--- src/rtl/mipi_pkg.sv ---
// Shared CSI-2 constants and the packet FSM state type for the image extractor.
package mipi_pkg;

    // Short-packet data types that carry frame framing information
    localparam logic [7:0] DT_FS       = 8'h00;
    localparam logic [7:0] DT_FE       = 8'h01;
    // Byte the transmitter may emit between packets; never a header start
    localparam logic [7:0] DT_FILLER   = 8'hFF;
    // Data types at or above this value are long packets with a payload
    localparam logic [7:0] DT_LONG_MIN = 8'h10;

    typedef enum logic [1:0] {
        ST_IDLE    = 2'd0,
        ST_HEADER  = 2'd1,
        ST_PAYLOAD = 2'd2,
        ST_DRAIN   = 2'd3
    } state_t;

    // True when the data type announces a long packet (payload follows the header)
    function automatic logic is_long_packet(input logic [7:0] dt);
        return (dt >= DT_LONG_MIN);
    endfunction

endpackage

--- src/rtl/mipi_header_parser.sv ---
// Captures the 4-byte CSI-2 packet header: data type, 16-bit word count
// (LSB first) and the ECC byte, which is consumed but not checked.
module mipi_header_parser
    import mipi_pkg::*;
(
    input  logic        clk,
    input  logic        rst,
    input  logic        i_start,      // header byte 0 (data type) consumed
    input  logic        i_hdr_byte,   // a header byte 1..3 consumed
    input  logic [7:0]  i_data,
    output logic [7:0]  o_dt,
    output logic [15:0] o_word_count,
    output logic        o_hdr_done    // header byte 3 consumed this cycle
);

    logic [7:0]  r_dt;
    logic [15:0] r_word_count;
    logic [1:0]  r_idx;   // 0: expecting WC LSB, 1: WC MSB, 2: ECC

    // Header field capture, restarted by every new data-type byte
    always_ff @(posedge clk) begin
        if (rst) begin
            r_dt         <= 8'h00;
            r_word_count <= 16'h0000;
            r_idx        <= 2'd0;
        end else if (i_start) begin
            r_dt  <= i_data;
            r_idx <= 2'd0;
        end else if (i_hdr_byte) begin
            case (r_idx)
                2'd0: begin
                    r_word_count[7:0] <= i_data;
                    r_idx             <= 2'd1;
                end
                2'd1: begin
                    r_word_count[15:8] <= i_data;
                    r_idx              <= 2'd2;
                end
                // ECC byte: not stored, header is complete
                default: begin
                    r_idx <= 2'd0;
                end
            endcase
        end else begin
            r_idx <= r_idx;
        end
    end

    assign o_dt         = r_dt;
    assign o_word_count = r_word_count;
    assign o_hdr_done   = i_hdr_byte && (r_idx == 2'd2);

endmodule

--- src/rtl/mipi_image_extractor.sv ---
// Parses a CSI-2 byte stream into packets, forwards every long-packet payload
// byte on pixel_data and the payload of accepted image lines on line_data,
// while tracking frame boundaries and the number of lines in the frame.
module mipi_image_extractor
    import mipi_pkg::*;
#(
    parameter logic [7:0] IMAGE_DT    = 8'h2C,
    parameter int         FRAME_LINES = 800
) (
    input  logic       clk,
    input  logic       rst,
    input  logic [7:0] mipi_data,
    input  logic       mipi_data_valid,
    input  logic       mipi_read_enable,
    input  logic       dma_ready,
    output logic [7:0] pixel_data,
    output logic       pixel_data_valid,
    output logic [7:0] line_data,
    output logic       line_valid,
    output logic       frame_valid,
    output logic       new_frame,
    output logic       row_done,
    output logic       frame_done
);

    localparam logic [15:0] LP_FRAME_LINES = 16'(FRAME_LINES);

    state_t      r_state;
    state_t      w_state_next;

    logic        w_consume;
    logic        w_hdr_start;
    logic        w_hdr_byte;
    logic        w_hdr_done;
    logic [7:0]  w_dt;
    logic [15:0] w_word_count;

    logic        w_short_done;
    logic        w_long_start;
    logic        w_payload_byte;
    logic        w_payload_last;

    logic [15:0] r_byte_cnt;
    logic [15:0] r_line_cnt;
    logic        r_line_acc;

    logic [7:0]  r_pixel_data;
    logic        r_pixel_valid;
    logic [7:0]  r_line_data;
    logic        r_line_valid;
    logic        r_frame_valid;
    logic        r_new_frame;
    logic        r_row_done;
    logic        r_frame_done;

    assign w_consume   = mipi_data_valid && mipi_read_enable;
    assign w_hdr_start = (r_state == ST_IDLE) && w_consume && (mipi_data != DT_FILLER);
    assign w_hdr_byte  = (r_state == ST_HEADER) && w_consume;

    mipi_header_parser u_header_parser (
        .clk          (clk),
        .rst          (rst),
        .i_start      (w_hdr_start),
        .i_hdr_byte   (w_hdr_byte),
        .i_data       (mipi_data),
        .o_dt         (w_dt),
        .o_word_count (w_word_count),
        .o_hdr_done   (w_hdr_done)
    );

    // Packet FSM state register
    always_ff @(posedge clk) begin
        if (rst) begin
            r_state <= ST_IDLE;
        end else begin
            r_state <= w_state_next;
        end
    end

    // Packet FSM next state and per-cycle event strobes
    always_comb begin
        w_state_next   = r_state;
        w_short_done   = 1'b0;
        w_long_start   = 1'b0;
        w_payload_byte = 1'b0;
        w_payload_last = 1'b0;
        case (r_state)
            ST_IDLE: begin
                if (w_hdr_start) begin
                    w_state_next = ST_HEADER;
                end else begin
                    w_state_next = ST_IDLE;
                end
            end
            ST_HEADER: begin
                if (!mipi_data_valid) begin
                    // link dropped to LP mid-header: abandon the packet
                    w_state_next = ST_IDLE;
                end else if (w_hdr_done) begin
                    if (is_long_packet(w_dt)) begin
                        w_long_start = 1'b1;
                        if (w_word_count == 16'd0) begin
                            w_state_next = ST_DRAIN;
                        end else begin
                            w_state_next = ST_PAYLOAD;
                        end
                    end else begin
                        w_short_done = 1'b1;
                        w_state_next = ST_IDLE;
                    end
                end else begin
                    w_state_next = ST_HEADER;
                end
            end
            ST_PAYLOAD: begin
                if (!mipi_data_valid) begin
                    // truncated payload: bytes already forwarded stand, no row_done
                    w_state_next = ST_IDLE;
                end else if (w_consume) begin
                    w_payload_byte = 1'b1;
                    if (r_byte_cnt == 16'd1) begin
                        w_payload_last = 1'b1;
                        w_state_next   = ST_DRAIN;
                    end else begin
                        w_state_next = ST_PAYLOAD;
                    end
                end else begin
                    w_state_next = ST_PAYLOAD;
                end
            end
            ST_DRAIN: begin
                // surplus bytes (e.g. packet footer) are discarded until LP
                if (!mipi_data_valid) begin
                    w_state_next = ST_IDLE;
                end else begin
                    w_state_next = ST_DRAIN;
                end
            end
            default: begin
                w_state_next = ST_IDLE;
            end
        endcase
    end

    // Registered outputs, frame/line bookkeeping and payload byte counting
    always_ff @(posedge clk) begin
        if (rst) begin
            r_pixel_data  <= 8'h00;
            r_pixel_valid <= 1'b0;
            r_line_data   <= 8'h00;
            r_line_valid  <= 1'b0;
            r_frame_valid <= 1'b0;
            r_new_frame   <= 1'b0;
            r_row_done    <= 1'b0;
            r_frame_done  <= 1'b0;
            r_byte_cnt    <= 16'h0000;
            r_line_cnt    <= 16'h0000;
            r_line_acc    <= 1'b0;
        end else begin
            r_pixel_valid <= 1'b0;
            r_line_valid  <= 1'b0;
            r_new_frame   <= 1'b0;
            r_row_done    <= 1'b0;
            r_frame_done  <= 1'b0;

            if (w_short_done) begin
                if (w_dt == DT_FS) begin
                    // a frame start inside a frame simply restarts it
                    r_new_frame   <= 1'b1;
                    r_frame_valid <= 1'b1;
                    r_line_cnt    <= 16'h0000;
                end else if (w_dt == DT_FE) begin
                    r_frame_done  <= r_frame_valid;
                    r_frame_valid <= 1'b0;
                end else begin
                    r_frame_valid <= r_frame_valid;
                end
            end

            if (w_long_start) begin
                r_byte_cnt <= w_word_count;
                // acceptance is decided once per line; later dma_ready changes are ignored
                r_line_acc <= (w_dt == IMAGE_DT) && r_frame_valid && dma_ready;
            end else if (w_payload_byte) begin
                r_byte_cnt <= r_byte_cnt - 16'd1;
            end else begin
                r_byte_cnt <= r_byte_cnt;
            end

            if (w_payload_byte) begin
                r_pixel_data  <= mipi_data;
                r_pixel_valid <= 1'b1;
                if (r_line_acc) begin
                    r_line_data  <= mipi_data;
                    r_line_valid <= 1'b1;
                    if (w_payload_last) begin
                        r_row_done <= 1'b1;
                        r_line_cnt <= r_line_cnt + 16'd1;
                        if ((r_line_cnt + 16'd1) == LP_FRAME_LINES) begin
                            r_frame_done  <= 1'b1;
                            r_frame_valid <= 1'b0;
                        end else begin
                            r_frame_done <= 1'b0;
                        end
                    end else begin
                        r_row_done <= 1'b0;
                    end
                end else begin
                    r_line_valid <= 1'b0;
                end
            end
        end
    end

    assign pixel_data       = r_pixel_data;
    assign pixel_data_valid = r_pixel_valid;
    assign line_data        = r_line_data;
    assign line_valid       = r_line_valid;
    assign frame_valid      = r_frame_valid;
    assign new_frame        = r_new_frame;
    assign row_done         = r_row_done;
    assign frame_done       = r_frame_done;

endmodule

--- config.mk ---
export PLATFORM = sky130hd
export DESIGN_NAME = mipi_image_extractor
export DESIGN_NICKNAME = d
export VERILOG_FILES = /design/src/rtl/mipi_pkg.sv /design/src/rtl/mipi_header_parser.sv /design/src/rtl/mipi_image_extractor.sv
export SDC_FILE = /design/constraint.sdc
export NUM_CORES = 1
export LEC_CHECK = 0
export BUFFER_PORTS_ARGS = -buffer_cell sky130_fd_sc_hd__buf_2
export CORE_UTILIZATION = 60
export DETAILED_ROUTE_END_ITERATION = 10
export HOLD_SLACK_MARGIN = 0.12
export PLACE_DENSITY = 0.8
export SLEW_MARGIN = 10
export SYNTH_ARGS = -nofsm -noshare
export SYNTH_HDL_FRONTEND = slang
export SYNTH_SLANG_ARGS = --single-unit
--- constraint.sdc ---
create_clock -name clk -period 3 [get_ports clk]
set_input_delay 0.9 -clock clk [delete_from_list [all_inputs] [get_ports clk]]
set_output_delay 0.9 -clock clk [all_outputs]
set_load 0.01 [all_outputs]
# --- Yosys cells after proc, flatten, opt, wreduce, memory -nomap -nowiden ---
# Cells that the tools add are included.
word_totals:
  reg_bits: 83
  input_bits: 13
  out_inout_bits: 22
classes:
  add_sub_neg: 2
  magnitude_cmp: 1
  n_eq_ne: 10
  mux: 51
  n_bitwise: 4
  n_reduce_logical: 19
ops:
  columns: ["operator", "n"]
  rows:
  - ["2-to-1 mux 16 bit", 7]
  - ["2-to-1 mux 1 bit", 36]
  - ["adder 16 x 1 -> 16 bit, second input constant", 1]
  - ["== test 16 x 1 -> 1 bit, second input constant", 1]
  - ["== test 16 x 10 -> 1 bit, second input constant", 1]
  - ["logical NOT 16 bit", 1]
  - ["subtractor 16 x 1 -> 16 bit, second input constant", 1]
  - ["2-to-1 mux 2 bit", 6]
  - ["== test 8 x 1 -> 1 bit, second input constant", 1]
  - ["== test 8 x 6 -> 1 bit, second input constant", 1]
  - ["greater-or-equal comparator 8 x 5 -> 1 bit, second input constant", 1]
  - ["logical NOT 8 bit", 1]
  - ["!= test 8 bit, second input constant", 1]
  - ["case mux 2 bit (4 select lines)", 1]
  - ["logical AND 1 bit", 7]
  - ["== test 2 bit, second input constant", 3]
  - ["AND reduction 3 bit", 2]
  - ["OR reduction 2 bit", 3]
  - ["== test 2 x 1 -> 1 bit, second input constant", 2]
  - ["logical NOT 2 bit", 2]
  - ["NOT 1 bit", 4]
  - ["case mux 2 bit (2 select lines)", 1]
  - ["OR reduction 3 bit", 1]
  - ["AND reduction 2 bit", 1]
  - ["nonzero test 2 bit", 1]

# --- Logic depth before layout (Yosys ltp) ---
depth:
  ltp_word: 11
  depth_mapped: 9

# --- Cells and area by module ---
# A second synthesis with hierarchy kept.
hier_totals:
  cells_unflattened: 487
  hier_area_um2: 4047.6
by_module_without_submodules:
  columns: ["module", "n_inst", "cells_per_inst", "area_each_um2", "seq_area_each_um2"]
  rows:
  - ["mipi_image_extractor", 1, 386, 2980.4, 1141.1]
  - ["mipi_header_parser", 1, 101, 1067.3, 520.5]

# --- Worst setup path before layout ---
# No wires, ideal clock.
synth_path:
  path_type: "input -> register"
  from: "input port mipi_read_enable"
  to: "register r_line_cnt[12]"
  arrival_ns: 2.114
  required_ns: 2.875
  slack_ns: 0.761
  cell_stages: 6
  path_cell_list: "nand4b_1 nand4b_1 o32a_1 and2b_4 o21ai_0 o21ai_1"
synth_via:
  elab_chain_cells: 10
synth_lines:
  columns: ["item", "line_no", "source"]
  rows:
  - ["start: declaration", "mipi_image_extractor.sv:14", "input logic mipi_read_enable,"]
  - ["logical AND 1 bit (*)", "mipi_image_extractor.sv:56", "assign w_consume = mipi_data_valid && mipi_read_enable;"]
  - ["logical AND 1 bit", "mipi_image_extractor.sv:58", "assign w_hdr_byte = (r_state == ST_HEADER) && w_consume;"]
  - ["logical AND 1 bit", "mipi_header_parser.sv:51", "assign o_hdr_done = i_hdr_byte && (r_idx == 2'd2);"]
  - ["2-to-1 mux 1 bit", "mipi_image_extractor.sv:99", "end else if (w_hdr_done) begin"]
  - ["2-to-1 mux 1 bit", "mipi_image_extractor.sv:96", "if (!mipi_data_valid) begin"]
  - ["2-to-1 mux 1 bit", "mipi_image_extractor.sv:87", "case (r_state)"]
  - ["2-to-1 mux 16 bit", "mipi_image_extractor.sv:166", "if (w_short_done) begin"]
  - ["2-to-1 mux 16 bit", "mipi_image_extractor.sv:196", "if (w_payload_last) begin"]
  - ["2-to-1 mux 16 bit", "mipi_image_extractor.sv:193", "if (r_line_acc) begin"]
  - ["2-to-1 mux 16 bit (*)", "mipi_image_extractor.sv:190", "if (w_payload_byte) begin"]
  - ["end signal: assignment", "mipi_image_extractor.sv:198", "r_line_cnt <= r_line_cnt + 16'd1;"]
  - ["end: declaration", "mipi_image_extractor.sv:44", "logic [15:0] r_line_cnt;"]
# Every way passes the cells marked *; elsewhere a longest branch is shown, timed or not.
# A chain may end at the register's enable or synchronous reset.

# --- Final worst setup path ---
layout_path:
  from: "input port mipi_data_valid"
  to: "register r_byte_cnt[14]"
layout_via:
  elab_chain_cells: 7
layout_lines:
  columns: ["item", "line_no", "source"]
  rows:
  - ["start: declaration", "mipi_image_extractor.sv:13", "input logic mipi_data_valid,"]
  - ["logical AND 1 bit", "mipi_image_extractor.sv:56", null]
  - ["logical AND 1 bit", "mipi_image_extractor.sv:58", null]
  - ["logical AND 1 bit", "mipi_header_parser.sv:51", null]
  - ["2-to-1 mux 1 bit", "mipi_image_extractor.sv:99", null]
  - ["2-to-1 mux 1 bit", "mipi_image_extractor.sv:96", null]
  - ["2-to-1 mux 1 bit", "mipi_image_extractor.sv:87", null]
  - ["2-to-1 mux 16 bit / nonzero test 2 bit (equally long branches)", null, null]
  - ["end signal: assignment", "mipi_image_extractor.sv:181", "r_byte_cnt <= w_word_count;"]
  - ["end signal: assignment", "mipi_image_extractor.sv:185", "r_byte_cnt <= r_byte_cnt - 16'd1;"]
  - ["end signal: assignment", "mipi_image_extractor.sv:187", "r_byte_cnt <= r_byte_cnt;"]
  - ["end: declaration", "mipi_image_extractor.sv:43", "logic [15:0] r_byte_cnt;"]
# Several ways; a longest one is shown, not always the timed one.

==> results by group <==
Status
  • Status: finished, final reports clean

Drt
  • Vias post-DR: between 3000 and 4000
  • WL final: about 9 mm
  • # DRC: 0
  • DR pass1 iterations: 5
  • Routed vias/inst: a little over 6
  • Routed Antenna Nets: 0
  • Starting DRT DRC Count: 250
  • WL/cell: about 16 um

GRT
  • Initial antenna violation count: 0
  • Total Routing Usage GR: roughly 28%
  • Total congestion overflow: 0
  • Largest net degree at the start of global routing: 40
  • First-pass GRT wire length: around 16 mm
  • Met2 usage: between 40 and 50%
  • Layer with the highest usage: met2
  • Met3 usage: 5.96%
  • Met1 Usage GRT: 39.0%
  • Vias in the first global route: 3194

Critical path
  • CP Cell Sequence: buf_2 -> and4b_1 -> nand3_1 -> or4_4 -> o311ai_1 -> a21oi_1
  • Crit end category: register
  • CP peak stage delay: 0.49 ns
  • Critical Path RT: ~3.2 ns
  • CP Max Fanout: 9
  • Critical path class: in -> reg
  • CP arrival: between 2 and 3 ns
  • CP Launch Type: primary input
  • CP max-delay cell: or4_4

Finish
  • Final #Nets: between 500 and 600
  • Fin cells: roughly 580
  • # diodes: 0
  • Synth-to-layout area growth: 9.46%
  • Design Area, Final: 4300 um^2
  • Final design utilization: roughly 68%
  • Share of layout cells above drive strength 1: 15.5%

Synth
  • Number of flops mapped to enable cells by yosys: 0
  • Top cell type's share of synthesized area: between 40% and 50%
  • Ys Warns: 0
  • Top cells by count, synth: 83 x dfxtp_1, 61 x nor2_1, 55 x nand2_1
  • Synth unique cells: slightly above 60
  • Yosys top cell by area: dfxtp_1
  • Most frequent cell after synthesis: dfxtp_1
  • Synthesized Nets: about 490
  • Synthesized cell area: between 3000 and 4000 um^2
  • Post-synthesis sequential area ratio: approximately 42%
  • Main flop type after synthesis: dfxtp_1
  • Avg Cell Area, Syn: ~8.4 um^2
  • FF+latch count, synth: 83
  • Largest cells by area after synthesis: dfxtp_1 42%, a21oi_1 6.0%, mux2i_1 5.9%
  • Synthesized instance count: 468
  • Post-synth ARST share: 0%

Floorplan
  • Die Span Y: a little over 80 um
  • Die Width: 82.9 um
  • DIE AREA: roughly 7000 um^2
  • Core area: around 6300 um^2
  • Initial core utilization: about three fifths
  • Std cell rows: 29
  • # IOs: 35

Placement
  • Detailed Place HPWL: between 6 and 7 mm
  • DP Area: just over 4000 um^2
  • Gpl congestion: 0.892
  • DP Worst Slack: approximately 0.31 ns
  • Placed cell count: ~560
  • IO Port Bufs: 34

Power
  • Peak supply drop: ~390 uV
  • Pleak: roughly 1.6 nW
  • Power Dens Cells: ~450 nW/um^2
  • Tot Pwr: ~1.9 mW

STA
  • Final Cycle Share: 79.2%
  • Finish-stage setup viols: 0
  • Skew final: between 0.01 and 0.015 ns
  • Tmin final: 2.38 ns
  • Fmax: ~420 MHz
  • Slew headroom: between 60% and 70%
  • Min setup slack post-route: a little over 0.6 ns
  • RSZ-0062 raised after global routing: no
  • Max-slew violations: 0
  • Fin. Hold Viols: 0
  • Setup TNS: 0 ns
  • Worst-Margin Slew: roughly 0.53 ns
  • Hold WS: between 0.4 and 0.5 ns

Job
  • Max Cap Viol: 0

CTS
  • Clock Path Buffers: 2
  • H-tree levels: 3
  • TritonCTS clock tree: yes
  • Post-CTS sizing: 0
  • Clk Tree Root Cell: clkbuf_8
  • Later-pin clock latency in the skew report: ~0.35 ns
  • Sink Count: 83
  • Setup Buffers After CTS: 0
  • Clock slew at reported path FFs: approximately 0.090 ns
  • Hold buffers post-CTS: 0
  • Total CTS buffers: 9

Min path
  • Min-delay worst type: reg -> reg
[worst max-delay path, delay by kind of cell]
kind                   cells  cell delay (ns)
AO/OA/AOI/OAI              2             0.40
AND/OR/NAND/NOR            3             1.17
buffers and inverters      1             0.13
[final cells by class]
type / instances / area [um^2]
Clock buffer: 10 / 128
Tap cell: 77 / 96.3
Fill cell: 528 / 2050
Multi-Input combinational cell: 349 / 2090
Sequential cell: 83 / 1660
Clock inverter: 6 / 48.8
Timing Repair Buffer: 45 / 253
Inverter: 5 / 18.8
[power by group]
group | internal [mW] | total [mW] | switching (mW) | leakage [nW]
clock network | 0.308 | 0.739 | 0.431 | 0.0795
logic | 0.0265 | 0.0768 | 0.0503 | 0.854
registers | 1.11 | 1.12 | 0.00846 | 0.670
total | 1.44 | 1.93 | 0.489 | 1.60
[cells by family (layout without fill, tap and decap cells)]
logic type	Yosys count	after routing	synth area share (%)
adders and majority gates	4	4	1.27
buffers and inverters	36	66	4.40
xor gates and xnor gates	4	4	0.892
muxes	24	24	6.15
AOI/OAI and AO/OA	106	106	16.6
DFF	83	83	42.3
and+or+nand+nor	211	211	28.4
[state kept, by name (all words and copies together), names as in the netlist]
signal                        flops
u_header_parser.o_dt              8
r_line_cnt                       16
line_valid                        1
r_state                           2
r_line_acc                        1
line_data                         8
pixel_data                        8
u_header_parser.o_word_count     16
row_done                          1
pixel_data_valid                  1
r_byte_cnt                       16
u_header_parser.r_idx             2
new_frame                         1
frame_valid                       1
frame_done                        1
[path summary, 6_finish.rpt]
check | startpoint | end | slack, ns | cells after the start
worst max-delay path | mipi_data_valid | r_byte_cnt[14] | 0.62 | 6
worst min-delay path | line_data[4] | line_data[4] | 0.46 | 2
worst min register to register | line_data[4] | line_data[4] | 0.46 | 2
worst max register to register | r_line_cnt[0] | frame_done | 0.64 | 7
[metal layers]
metal	wire length, um	share of wire [%]
met5	0	0
met4	75	0.82
met1	4240	46
met2	4300	47
met3	556	6.1
[cells in the final DEF, fill, tap and decap left out, drive strengths merged, types with 4 or more instances in the layout]
master / instances
nand2: 56
a21oi: 47
o21ai: 21
nand4: 9
a31oi: 4
a221oi: 4
or3: 11
mux2i: 23
a211oi: 6
o311ai: 4
ha: 4
inv: 7
clkbuf: 10
o211ai: 5
nor2: 61
dfxtp: 83
nand3: 13
nor2b: 8
nand4b: 4
buf: 45
nor4: 15
nor3: 10
(Power assumes the default switching activity.)
